$ cat src/rtl/usb_up_arbiter.sv
// usb_up_arbiter
//   Packet-level scheduler sharing the FX2 slave-FIFO upload port between the
//   IQ sample FIFO (source 0) and the status/telemetry FIFO (source 1).
//   A source is eligible when enabled and holding at least one full packet.
//   When both sources are eligible, they are served round-robin.
//   Exactly one source owns each packet. Grants beyond PKT_WORDS are swallowed,
//   so a source FIFO can never underflow.
//
//   Optional feature macro: UP_ARB_WDOG_EN
//     This macro enables a transfer watchdog, controlled by TMO_CYC.
//     When the macro is undefined, tmo_err is tied low.
//
// Ports
//   clk_24m            sole clock
//   rst_n              synchronous active-low reset
//   src_en[1:0]        per-source enable (bit0 IQ, bit1 status)
//   s0/s1_usedw        source FIFO fill levels
//   s0/s1_rdreq        read strobes to the show-ahead source FIFOs
//   s0/s1_dat          source FIFO heads
//   up_req             packet request to fx2
//   up_grant           fx2 consumes up_dat this cycle
//   up_dat             muxed upload data
//   up_fin             fx2 packet-complete pulse
//   cur_src            source owning the current or last packet
//   busy               high while transferring or in the inter-packet gap
//   pkt_cnt0/1         completed-packet counters (wrapping)
//   len_err            sticky: a packet ended with grant count != PKT_WORDS
//   tmo_err            sticky watchdog flag (0 without the watchdog)
module usb_up_arbiter #(
  parameter int PKT_WORDS = 256,
  parameter int CNT_W     = 10
`ifdef UP_ARB_WDOG_EN
  , parameter int TMO_CYC = 8192
`endif
) (
  input  logic             clk_24m,
  input  logic             rst_n,
  input  logic [1:0]       src_en,
  input  logic [CNT_W-1:0] s0_usedw,
  input  logic [CNT_W-1:0] s1_usedw,
  output logic             s0_rdreq,
  output logic             s1_rdreq,
  input  logic [15:0]      s0_dat,
  input  logic [15:0]      s1_dat,
  output logic             up_req,
  input  logic             up_grant,
  output logic [15:0]      up_dat,
  input  logic             up_fin,
  output logic             cur_src,
  output logic             busy,
  output logic [15:0]      pkt_cnt0,
  output logic [15:0]      pkt_cnt1,
  output logic             len_err,
  output logic             tmo_err
);

  // The word counter must be able to represent PKT_WORDS+1 ("too many"),
  // so over-long packets are still flagged once forwarding has stopped.
  localparam int WCNT_W = $clog2(PKT_WORDS + 2);
  localparam logic [CNT_W-1:0]  USED_THR = CNT_W'(PKT_WORDS);
  localparam logic [WCNT_W-1:0] WCNT_LIM = WCNT_W'(PKT_WORDS);
  localparam logic [WCNT_W-1:0] WCNT_OVR = WCNT_W'(PKT_WORDS + 1);

  typedef enum logic [1:0] {ST_IDLE, ST_XFER, ST_GAP} state_t;

  state_t            state_q, state_d;
  logic              sel_q, sel_d;
  logic              last_q, last_d;
  logic [WCNT_W-1:0] wcnt_q, wcnt_d;
  logic [15:0]       pkt_cnt0_q, pkt_cnt0_d;
  logic [15:0]       pkt_cnt1_q, pkt_cnt1_d;
  logic              len_err_q, len_err_d;
  logic              up_req_q, up_req_d;
  logic              busy_q, busy_d;

  logic [1:0]        elig;
  logic              in_xfer;
  logic              fwd;
  logic [WCNT_W-1:0] wcnt_inc;
  logic              timeout;

`ifdef UP_ARB_WDOG_EN
  localparam int TMO_W = (($clog2(TMO_CYC + 1)) > 13) ? $clog2(TMO_CYC + 1) : 13;
  logic [TMO_W-1:0] tmo_cnt_q, tmo_cnt_d;
  logic             tmo_err_q, tmo_err_d;

  // The count restarts on every grant.
  // Hitting the limit on a cycle without a grant ends the packet.
  always_comb begin
    tmo_cnt_d = '0;
    if (in_xfer && !up_grant) begin
      tmo_cnt_d = tmo_cnt_q + 1'b1;
    end
    timeout   = in_xfer && !up_grant && (tmo_cnt_q == TMO_W'(TMO_CYC - 1));
    tmo_err_d = tmo_err_q || (timeout && !up_fin);
  end

  always_ff @(posedge clk_24m) begin
    if (!rst_n) begin
      tmo_cnt_q <= '0;
      tmo_err_q <= 1'b0;
    end else begin
      tmo_cnt_q <= tmo_cnt_d;
      tmo_err_q <= tmo_err_d;
    end
  end

  assign tmo_err = tmo_err_q;
`else
  assign timeout = 1'b0;
  assign tmo_err = 1'b0;
`endif

  always_comb begin
    elig[0]  = src_en[0] && (s0_usedw >= USED_THR);
    elig[1]  = src_en[1] && (s1_usedw >= USED_THR);
    in_xfer  = (state_q == ST_XFER);
    fwd      = in_xfer && up_grant && (wcnt_q < WCNT_LIM);
    // Count every grant, including grants that are not forwarded.
    // Saturate at "one too many".
    wcnt_inc = wcnt_q;
    if (in_xfer && up_grant && (wcnt_q != WCNT_OVR)) begin
      wcnt_inc = wcnt_q + 1'b1;
    end

    state_d    = state_q;
    sel_d      = sel_q;
    last_d     = last_q;
    wcnt_d     = wcnt_q;
    pkt_cnt0_d = pkt_cnt0_q;
    pkt_cnt1_d = pkt_cnt1_q;
    len_err_d  = len_err_q;

    case (state_q)
      ST_IDLE: begin
        if (|elig) begin
          // If both sources are eligible, prefer the source that did not send last.
          sel_d   = (elig == 2'b11) ? ~last_q : elig[1];
          state_d = ST_XFER;
        end
      end
      ST_XFER: begin
        wcnt_d = wcnt_inc;
        if (up_fin) begin
          state_d = ST_GAP;
          last_d  = sel_q;
          if (sel_q) pkt_cnt1_d = pkt_cnt1_q + 16'd1;
          else       pkt_cnt0_d = pkt_cnt0_q + 16'd1;
          if (wcnt_inc != WCNT_LIM) len_err_d = 1'b1;
        end else if (timeout) begin
          state_d = ST_GAP;
        end
      end
      ST_GAP: begin
        wcnt_d  = '0;
        state_d = ST_IDLE;
      end
      default: state_d = ST_IDLE;
    endcase

    up_req_d = (state_d == ST_XFER);
    busy_d   = (state_d != ST_IDLE);
  end

  always_ff @(posedge clk_24m) begin
    if (!rst_n) begin
      state_q    <= ST_IDLE;
      sel_q      <= 1'b0;
      last_q     <= 1'b1;
      wcnt_q     <= '0;
      pkt_cnt0_q <= 16'd0;
      pkt_cnt1_q <= 16'd0;
      len_err_q  <= 1'b0;
      up_req_q   <= 1'b0;
      busy_q     <= 1'b0;
    end else begin
      state_q    <= state_d;
      sel_q      <= sel_d;
      last_q     <= last_d;
      wcnt_q     <= wcnt_d;
      pkt_cnt0_q <= pkt_cnt0_d;
      pkt_cnt1_q <= pkt_cnt1_d;
      len_err_q  <= len_err_d;
      up_req_q   <= up_req_d;
      busy_q     <= busy_d;
    end
  end

  // Data and read strobes follow up_grant with no added latency.
  assign up_dat   = sel_q ? s1_dat : s0_dat;
  assign s0_rdreq = fwd && !sel_q;
  assign s1_rdreq = fwd &&  sel_q;
  assign up_req   = up_req_q;
  assign busy     = busy_q;
  assign cur_src  = sel_q;
  assign pkt_cnt0 = pkt_cnt0_q;
  assign pkt_cnt1 = pkt_cnt1_q;
  assign len_err  = len_err_q;

endmodule

$ cat config.mk
export PLATFORM = sky130hd
export DESIGN_NAME = usb_up_arbiter
export DESIGN_NICKNAME = d
export VERILOG_FILES = /design/src/rtl/usb_up_arbiter.sv
export SDC_FILE = /design/constraint.sdc
export NUM_CORES = 1
export LEC_CHECK = 0
export CAP_MARGIN = 0
export CELL_PAD_IN_SITES_DETAIL_PLACEMENT = 1
export CELL_PAD_IN_SITES_GLOBAL_PLACEMENT = 1
export CORE_UTILIZATION = 28
export DETAILED_ROUTE_END_ITERATION = 10
export PLACE_DENSITY = 0.77
export SYNTH_ARGS = -nofsm -noshare
export SYNTH_HDL_FRONTEND = slang
export SYNTH_SLANG_ARGS = --single-unit
$ cat constraint.sdc
create_clock -name clk_24m -period 1.65 [get_ports clk_24m]
set_clock_uncertainty 0.2 [all_clocks]
set_input_delay 0.165 -clock clk_24m [delete_from_list [all_inputs] [get_ports clk_24m]]
set_output_delay 0.165 -clock clk_24m [all_outputs]
set_load 0.005 [all_outputs]
Word level (Yosys, flattened, before mapping)
Cells that the tools add are included.
{"block": "classes", "n_bitwise": 2, "n_lt_le_gt_ge": 3, "addsub": 3, "n_eq_ne": 6, "div": 0, "n_reduce_logical": 17, "shift": 0, "n_mux": 7, "n_mul": 0}
{"op": "16-bit by 1-bit adder with 16-bit output, second input constant", "count": 2}
{"op": "10-bit by 9-bit greater-or-equal comparator with 1-bit output, second input constant", "count": 2}
{"op": "9-bit inequality test, second input constant", "count": 2}
{"op": "9-bit one-hot mux with 2 select lines", "count": 1}
{"op": "16-bit 2-to-1 mux", "count": 1}
{"op": "9-bit by 1-bit adder with 9-bit output, second input constant", "count": 1}
{"op": "9-bit < comparator, second input constant", "count": 1}
{"op": "9-bit 2-to-1 mux", "count": 1}
{"op": "3-bit AND reduction", "count": 3}
{"op": "1-bit logical AND", "count": 7}
{"op": "2-bit by 1-bit == test with 1-bit output, second input constant", "count": 2}
{"op": "2-bit == test, second input constant", "count": 2}
{"op": "2-bit 2-to-1 mux", "count": 2}
{"op": "2-bit one-hot mux with 2 select lines", "count": 1}
{"op": "2-bit AND reduction", "count": 2}
{"op": "2-bit nonzero test", "count": 2}
{"op": "2-bit logical NOT", "count": 1}
{"op": "1-bit NOT", "count": 2}
{"op": "2-bit OR reduction", "count": 1}
{"op": "1-bit logical NOT", "count": 1}
{"op": "1-bit 2-to-1 mux", "count": 1}
{"block": "word_totals", "ff_bits": 48, "inputBits": 58, "mem_bits_rw": 0, "rom_bits": 0, "latchBits": 0, "wordCells": 47, "out_inout_bits": 55, "mem_count": 0}

Depth between registers and ports, before layout
{"block": "depth", "word_depth": 6, "ltp_mapped": 8, "ltp_nobuf": 7}

Worst setup path before layout
No wires, ideal clock.
{"block": "synth_path", "kind": "register to register", "from": "register state_q[1]", "to": "register len_err_q, in the netlist len_err", "setup_ps": 128, "synth_period_minus_slack_ps": 1851, "stages_incl_launch_ff": 8, "arrival_ps": 1523, "path_slack_ps": -201, "path_buffers": 0, "required_ps": 1322, "cell_sequence": "dfxtp_1 > inv_1 > ha_1 > nand3_1 > nor2_1 > or4_1 > a32oi_1 > a31oi_1"}
{"block": "synth_between", "elab_chain_len": 6}
{"item": "start: declaration", "line_no": "66", "text": "state_t state_q, state_d;"}
{"item": "start signal: assignment", "line_no": "177", "text": "state_q <= state_d;"}
{"item": "2-bit by 1-bit == test with 1-bit output (*)", "line_no": "117, 134"}
{"item": "1-bit logical AND (2 in a row)", "line_no": "122", "text": "if (in_xfer && up_grant && (wcnt_q != WCNT_OVR)) begin"}
{"item": "9-bit 2-to-1 mux", "line_no": "122"}
{"item": "9-bit inequality test", "line_no": "149", "text": "if (wcnt_inc != WCNT_LIM) len_err_d = 1'b1;"}
{"item": "3-bit AND reduction (no line) (*)"}
{"item": "end signal: assignment", "line_no": "183", "text": "len_err_q <= len_err_d;"}
{"item": "end: declaration", "line_no": "72", "text": "logic len_err_q, len_err_d;"}
Every way passes the cells marked *; elsewhere a longest branch is shown, timed or not.
A chain may end at the register's enable or synchronous reset.

Final worst setup path
Same ends and word-level chain as after synthesis.

==> metrics.txt <==
gp weighted congestion=0.872; Switching Share=0.258; synthesis-to-layout area growth=79.9%; CTS tree=built; Die X=100 um; Post-Synthesis Cell Area=2710 um^2; Pint=2090 uW; # setup viols final=52; Startpoint Class=flip-flop; pwr dens=578 nW/um^2; syn_area_per_cell=8.87 um^2; GRT Overall Usage=0.177; LEAKAGE=0.00219 uW; DRC viols=0; core area=9280 um^2; FFs w/ async S/R, synth=0; worst hold slack=0.293 ns; Detailed Routing Iterations Pass 1=4; Pins Over Slew Limit=0; Primary FF master, synth=dfxtp_1; DR vias=2820; number of global-route vias before repair=2957; # rows=35; Final min period=1.86 ns; Clock Pin Slew Worst Setup and Hold Paths=approximately 0.10 ns; fmax=0.536 GHz; CTS hold repair buffers=0; final worst slack=-0.214 ns; Post-Place Worst Slack=-0.418 ns; initial core utilization=0.292; Post-Syn Instances=305; maximum buffer depth of the clock tree=2; register share of total power=0.428; Worst Path Required=1.64 ns; Port Buffers=95; Final Non-Filler Cells=between 500 and 600; Clk pwr share=0.317; RSZ-0062 raised after global routing=true; WL per Instance=15.0 um; Hold Path Class=flip-flop to flip-flop; die height=100 um; Synth cell types=45; CTS H-tree depth=2; Die ar.=10100 um^2; final wirelength=8870 um; Synth warnings=0; io pins=113; first-pass GRT wire length=14300 um; n_diodes=0; Detailed Route Iter0 Violations=76; proportion of layout cells with a drive suffix above 1=0.410; Post-DRT Antenna Nets=0; failing checks=negative setup slack; grt ovf=0; fin crit share=1.13; post-placement cell count=560; net switching power=727 uW; status=finished with violations; reported max-cap violation count=0; Num CTS Buffers=5; HPWL after DPL=between 6000 and 7000 um; Yosys reg bits=48; CTS Root Cell=clkbuf_8; final hold violation count=0; initial antenna violation count=0; Crit. End Element=flip-flop; Setup CP Type=flip-flop to flip-flop; Critical Path Fanout Max=8; Gate power share=0.254; Clock Sinks=48; largest net degree at the start of global routing=39; Core Util, Final=0.525; DR vias/cell=4.78; Post-synth EDFFs=0; CP Data Arrival Time=roughly 1.9 ns; Peak VDD IR=0.344 mV; clk_lat worst skew=0.31 ns; post-synthesis sequential area ratio=0.355; Nets=525; syn_nets=370
==> layout by cell type, fill, tap and decap left out, types with 3 or more instances in the layout <==
master / instances
nor4_4: 3
dlymetal6s2s_1: 7
nand2_1: 20
nand3_1: 10
dlygate4sd2_1: 7
nor3b_2: 3
clkdlybuf4s50_1: 63
clkbuf_8: 5
a21boi_2: 3
nand4_4: 3
a21oi_2: 4
ha_1: 3
nor3_4: 5
nor2b_1: 8
a21boi_1: 8
dfxtp_1: 21
and3_4: 3
mux2_4: 16
xor2_1: 7
and2_1: 22
buf_4: 52
a21oi_1: 5
and3_1: 4
mux2i_1: 3
dfxtp_2: 25
nand4_1: 10
inv_1: 13
nor2_1: 4
o21a_1: 3
xnor2_1: 17
clkbuf_2: 8
buf_12: 3
o21ai_0: 15
buf_6: 17
or3_1: 6
==> critical path, stage by stage, from the launching register on <==
cell and delay (ns):
dfxtp_2 0.34, inv_2 0.05, ha_4 0.19, nand3_2 0.16
nor2_1 0.10, or4_1 0.40, a32oi_1 0.22, a31oi_1 0.11
==> path summary, 6_finish.rpt <==
check                             start                    to  slack (ns)  cells past startpoint
hold reg to reg     last_q$_SDFFE_PN1P_   last_q$_SDFFE_PN1P_        0.29                      2
hold / removal      last_q$_SDFFE_PN1P_   last_q$_SDFFE_PN1P_        0.29                      2
setup reg to reg  state_q[1]$_SDFF_PN0_  len_err$_SDFFE_PN0P_       -0.21                      7
setup / recovery  state_q[1]$_SDFF_PN0_  len_err$_SDFFE_PN0P_       -0.21                      7
==> Yosys cell counts, types with 3 or more instances <==
library cell	number	area, um^2
a21boi_0	7	52.6
a21boi_1	4	30.0
a21oi_1	9	45.0
and2_1	22	138
and3_1	7	43.8
and4_1	3	26.3
buf_2	3	15.0
buf_4	3	22.5
clkbuf_1	7	26.3
dfxtp_1	48	961
ha_1	7	87.6
inv_1	14	52.6
mux2_2	16	180
mux2i_1	3	30.0
nand2_1	23	86.3
nand2b_1	3	18.8
nand3_1	12	60.1
nand4_1	10	62.6
nand4_4	3	63.8
nor2_1	7	26.3
nor2b_1	8	50.1
nor3_1	6	30.0
nor3b_1	4	30.0
o21a_1	3	22.5
o21ai_0	19	95.1
or3_1	8	50.1
xnor2_1	17	149
xor2_1	7	61.3
==> power by group through the flow <==
| stage | sequential, uW | clock, uW | combinational [uW] |
|---|---|---|---|
| final | 1200 | 893 | 715 |
| after floorplan | 1230 | 0 | 210 |
| after global placement | 1230 | 0 | 519 |
| after CTS | 1200 | 930 | 606 |
| after detailed placement | 1230 | 0 | 531 |
| after global routing | 1210 | 965 | 766 |
==> state kept, by name, summed over array words and instances, names as in the netlist <==
register and count:
len_err 1, up_req 1, last_q 1, wcnt_q 9
pkt_cnt0 16, cur_src 1, busy 1, pkt_cnt1 16
state_q 2
==> stage by stage <==
step | setup TNS [ns] | power [uW] | instance area [um^2]
finish | -5.16 | 2810 | 4870
global route | -9.56 | 2940 | 4870
CTS | -5.23 | 2740 | 4560
detailed placement | -10.95 | 1760 | 4200
global placement | -8.25 | 1740 | 4200
floorplan | -0.570 | 1440 | 2790
==> repair_timing <==
action,in CTS,in global routing
resized for setup,118,74
gates cloned,1,2
buffers inserted,5,16
pin swaps,20,24
endpoints found under the setup margin,73,75
==> cell type report <==
class / instances / area, um^2
fill: 1055 / 4410
clock buffer: 5 / 68.8
sequential: 48 / 1000
clock inverter: 3 / 46.3
tap: 129 / 161
inverter: 14 / 52.6
timing repair buffer: 162 / 1550
multi-input combinational: 229 / 1990
==> per-layer routing <==
| layer | part of all wire | wire length [um] | GRT usage |
|---|---|---|---|
| met5 | 0 | 0 | 0 |
| met4 | 0.0082 | 73 | 0.0412 |
| met3 | 0.045 | 402 | 0.0397 |
| met2 | 0.53 | 4720 | 0.335 |
| met1 | 0.41 | 3670 | 0.200 |
==> kinds of logic after synthesis <==
logic type	count (synthesis)	share of synthesized area
compound gates	51	0.119
xor+xnor	24	0.0777
fa+ha+maj	7	0.0324
buf+inv	28	0.0444
flops	48	0.355
mux	19	0.0777
other cells	1	0.00139
simple gates	127	0.293
No activity file was read; power rests on OpenSTA's default activity.
==> patch 1, RTL diff (config.mk and constraints unchanged) <==
The option `UP_ARB_WDOG_EN` is turned on by a define.
--- a/src/rtl/usb_up_arbiter.sv
+++ b/src/rtl/usb_up_arbiter.sv
@@ -27,4 +27,6 @@
 //   len_err            sticky: a packet ended with grant count != PKT_WORDS
 //   tmo_err            sticky watchdog flag (0 without the watchdog)
+`define UP_ARB_WDOG_EN
+
 module usb_up_arbiter #(
   parameter int PKT_WORDS = 256,
Behaviour: same outputs for any inputs over 10 cycles, from zero or initial values and one cycle with rst_n low; that may be too few to reach the edited logic, so the function may still have changed.
==> patch 1 against the original RTL <==
The flow finishes with violations (design-rule violations, negative setup slack). Total power is 73% higher. Clock power increased to 2.5 times the old value. Synthesized area grew 21%. Largest power group is now clock. Combinational power is 45% higher. Via count is 28% higher. Routed wire length increased by 55%. Cell area is 29% higher. Worst setup slack worse by 0.15 ns. First-iteration DRC count rose by 100%. Highest routed layer unchanged. Sequential cell count is 15 higher.
==> patch 1: results (changes against the original RTL) <==
met3 wire len = 690 µm (was 402 µm)
violated checks = design-rule violations, negative setup slack (was negative setup slack)
status = complete, but fails checks (unchanged)
final wirelength = 13.7 mm (was 8.87 mm)
Num CTS Buffers = 9 (was 5)
# setup viols final = 78 (was 52)
final worst-path setup slack = -0.359 ns (was -0.214 ns)
worst vdd ir = 530 µV (was 344 µV)
syn_nets = 440 (was 370)
met3 usage = 4.47% (was 3.97%)
largest net degree at the start of global routing = 51 (was 39)
Global Route met2 Usage = 36.7% (was 33.5%)
# DRC = 2 (was 0)
Clock transition at path regs = 0.06 ns (was 0.10 ns)
worst skew pair latency = 0.34 ns (was 0.31 ns)
Hold/Removal Path Class = primary input to register (was register to register)
setup_tns = -11.52 ns (was -5.16 ns)
Filler cells = 1,247 (was 1,055)
GRT Util Overall = 20.7% (was 17.7%)
vias in the first global route = 3,787 (was 2,957)
hold path start = rst_n (was last_q)
worst hold slack = 0.310 ns (was 0.293 ns)
Hold EP = tmo_err (was last_q)
H-tree depth = 3 (was 2)
crit-path max cell delay = 0.32 ns (was 0.40 ns)
Unique masters post-synth = 50 (was 45)
Synth Area in Adders = 3.05% (was 3.24%)
Seq/Total Area, Yosys = 38.4% (was 35.5%)
slowest cell on the critical path = dfxtp_2 (was or4_1)
Crit Path Max Fanout = 5 (was 8)
[patch 1: cell count changes after synthesis, sizes merged, moves of 4 or more]
| cell | change |
|---|---|
| dfxtp | +15 |
| a21boi | -4 |
| xnor2 | +7 |
| a21oi | +4 |
| inv | -4 |
| nor3 | +11 |
| nand2 | +6 |
| nor2 | +16 |
| and2 | +6 |
| xor2 | +5 |
[patch 1: stage by stage]
step	instances	setup slack, ns	total power [mW]	instance area [µm²]
global route	709	-0.450	5.01	6280
floorplan	374	-0.132	1.87	3430
global placement	652	-0.360	2.21	4920
detailed placement	652	-0.405	2.23	4920
finish	709	-0.359	4.87	6280
CTS	696	-0.244	4.70	5840
[patch 1: final cells by class]
cell class	instances	area share, %
multi-input combinational	287	40.1
timing repair buffer	190	30.1
sequential	63	20.8
clock buffer	9	3.58
tap	143	2.85
clock inverter	7	1.93
inverter	10	0.597
[patch 1: repair_timing]
action	4_1_cts	5_1_grt
setup endpoints to repair	81	83
resized for setup	176	111
pin swaps	35	46
gates cloned	4	1
setup buffers	25	22
==> patch 2, RTL diff (same settings) <==
Without the edit above. Re-encode `state_t` (3 states) as one-hot, 3 bits wide.
--- a/src/rtl/usb_up_arbiter.sv
+++ b/src/rtl/usb_up_arbiter.sv
@@ -62,5 +62,5 @@
   localparam logic [WCNT_W-1:0] WCNT_OVR = WCNT_W'(PKT_WORDS + 1);
 
-  typedef enum logic [1:0] {ST_IDLE, ST_XFER, ST_GAP} state_t;
+  typedef enum logic [2:0] {ST_IDLE = 3'b001, ST_XFER = 3'b010, ST_GAP = 3'b100} state_t;
 
   state_t            state_q, state_d;
Formal check against the unedited RTL: no difference found for any inputs over 10 cycles, from zero or initial values and one cycle with rst_n low; not proved beyond that.
==> patch 2 against the original RTL <==
The run still ends with negative setup slack left. Sequential cell count rose by 1. Routed wire length rose by 17%. Total power fell by 2.0%. Cell area fell by 1.2%. Synthesized area fell by 6.0%. Worst setup slack got worse by 0.15 ns. Cell count fell by 1.7%. Die area fell by 5.9%. Count of clock-buffer cells in the layout did not move. Largest cell class unchanged.
==> patch 2: results (changes against the original RTL) <==
Sw Pwr = 721 µW (was 727 µW)
# setup viols final = 58 (was 52)
P_clk = 924 µW (was 893 µW)
violated checks = negative setup slack (unchanged)
Crit Path Max Fanout = 5 (was 8)
Seq pwr share = 44.4% (was 42.8%)
slowest cell on the critical path = dfxtp_4 (was or4_1)
status = complete, but fails checks (unchanged)
Unique masters post-synth = 53 (was 45)
syn_nets = 356 (was 370)
Placed Cells = 533 (was 560)
final worst-path setup slack = -0.360 ns (was -0.214 ns)
Power Dens Cells = 573 nW/µm² (was 578 nW/µm²)
Hold EP = pkt_cnt1[9] (was last_q)
DP Area = 3980 µm² (was 4200 µm²)
share of cells above drive strength 1 = 44.9% (was 41.0%)
DP HPWL = 6.27 mm (was 6.18 mm)
reg2reg end = pkt_cnt1[9] (was len_err)
Initial DRC Count = 104 (was 76)
vias in the first global route = 3,076 (was 2,957)
worst vdd ir = 297 µV (was 344 µV)
Crit Reg-Reg Startpoint = state_q[0] (was state_q[1])
Avg WL per Cell = 17.8 µm (was 15.0 µm)
Filler cells = 994 (was 1,055)
hold path start = pkt_cnt1[9] (was last_q)
DR vias/cell = 4.99 (was 4.78)
setup_tns = -9.30 ns (was -5.16 ns)
Worst EP arrival = 2.06 ns (was 1.86 ns)
largest net degree at the start of global routing = 37 (was 39)
GRT Util Overall = 19.7% (was 17.7%)
R2R depth = 6 (was 7)
RD Place Congestion = 0.845 (was 0.872)
Non-Filler Instances = 580 (was 590)
first-pass GRT wire length = 15.1 mm (was 14.3 mm)
-- patch 2: worst max path at each step --
stage / startpoint / endpoint / slack, ns / cells past startpoint
after detailed placement: up_fin / pkt_cnt1[13] / -0.46 / 8
final: state_q[0] / pkt_cnt1[9] / -0.36 / 6
after CTS: state_q[0] / pkt_cnt0[6] / -0.28 / 5
after global routing: wcnt_q[0] / len_err / -0.41 / 6
after floorplan: state_q[0] / pkt_cnt0[15] / -0.15 / 7
after global placement: up_fin / pkt_cnt0[15] / -0.39 / 7
-- patch 2: per-layer routing --
layer | wire [µm] | track usage, % | vias to the layer above
li1 | - | - | 1376
met1 | 4240 | 22.8 | 1419
met2 | 5570 | 37.2 | 79
met3 | 301 | 3.17 | 21
met4 | 225 | 5.88 | 0
met5 | 0 | 0 | -
-- patch 2: final cells by class --
type	count	area, µm²	area share, %
Timing Repair Buffer	184	1720	35.8
Sequential cell	49	1030	21.3
Clock inverter	3	43.8	0.910
Multi-Input combinational cell	222	1780	36.9
Clock buffer	5	68.8	1.43
Inverter	9	36.3	0.754
Tap cell	108	135	2.81
-- patch 2: what timing repair did --
item | 4_1_cts | 5_1_grt
endpoints found under the setup margin | 68 | 70
buffers inserted | 29 | 14
gates resized for setup | 148 | 70
pin swaps | 46 | 30
cloned | 0 | 1
-- patch 2: cells by family (layout without fill, tap and decap cells) --
kind of cell | after synthesis | in the layout | share of synthesized area [%]
AOI/OAI and AO/OA | 42 | 42 | 10.2
xor gates and xnor gates | 30 | 30 | 10.3
adders and majority gates | 4 | 4 | 1.97
buffers and inverters | 23 | 201 | 3.98
DFF | 49 | 49 | 38.5
muxes | 20 | 20 | 8.80
other | 1 | 1 | 0.147
and+or+nand+nor | 125 | 125 | 26.1
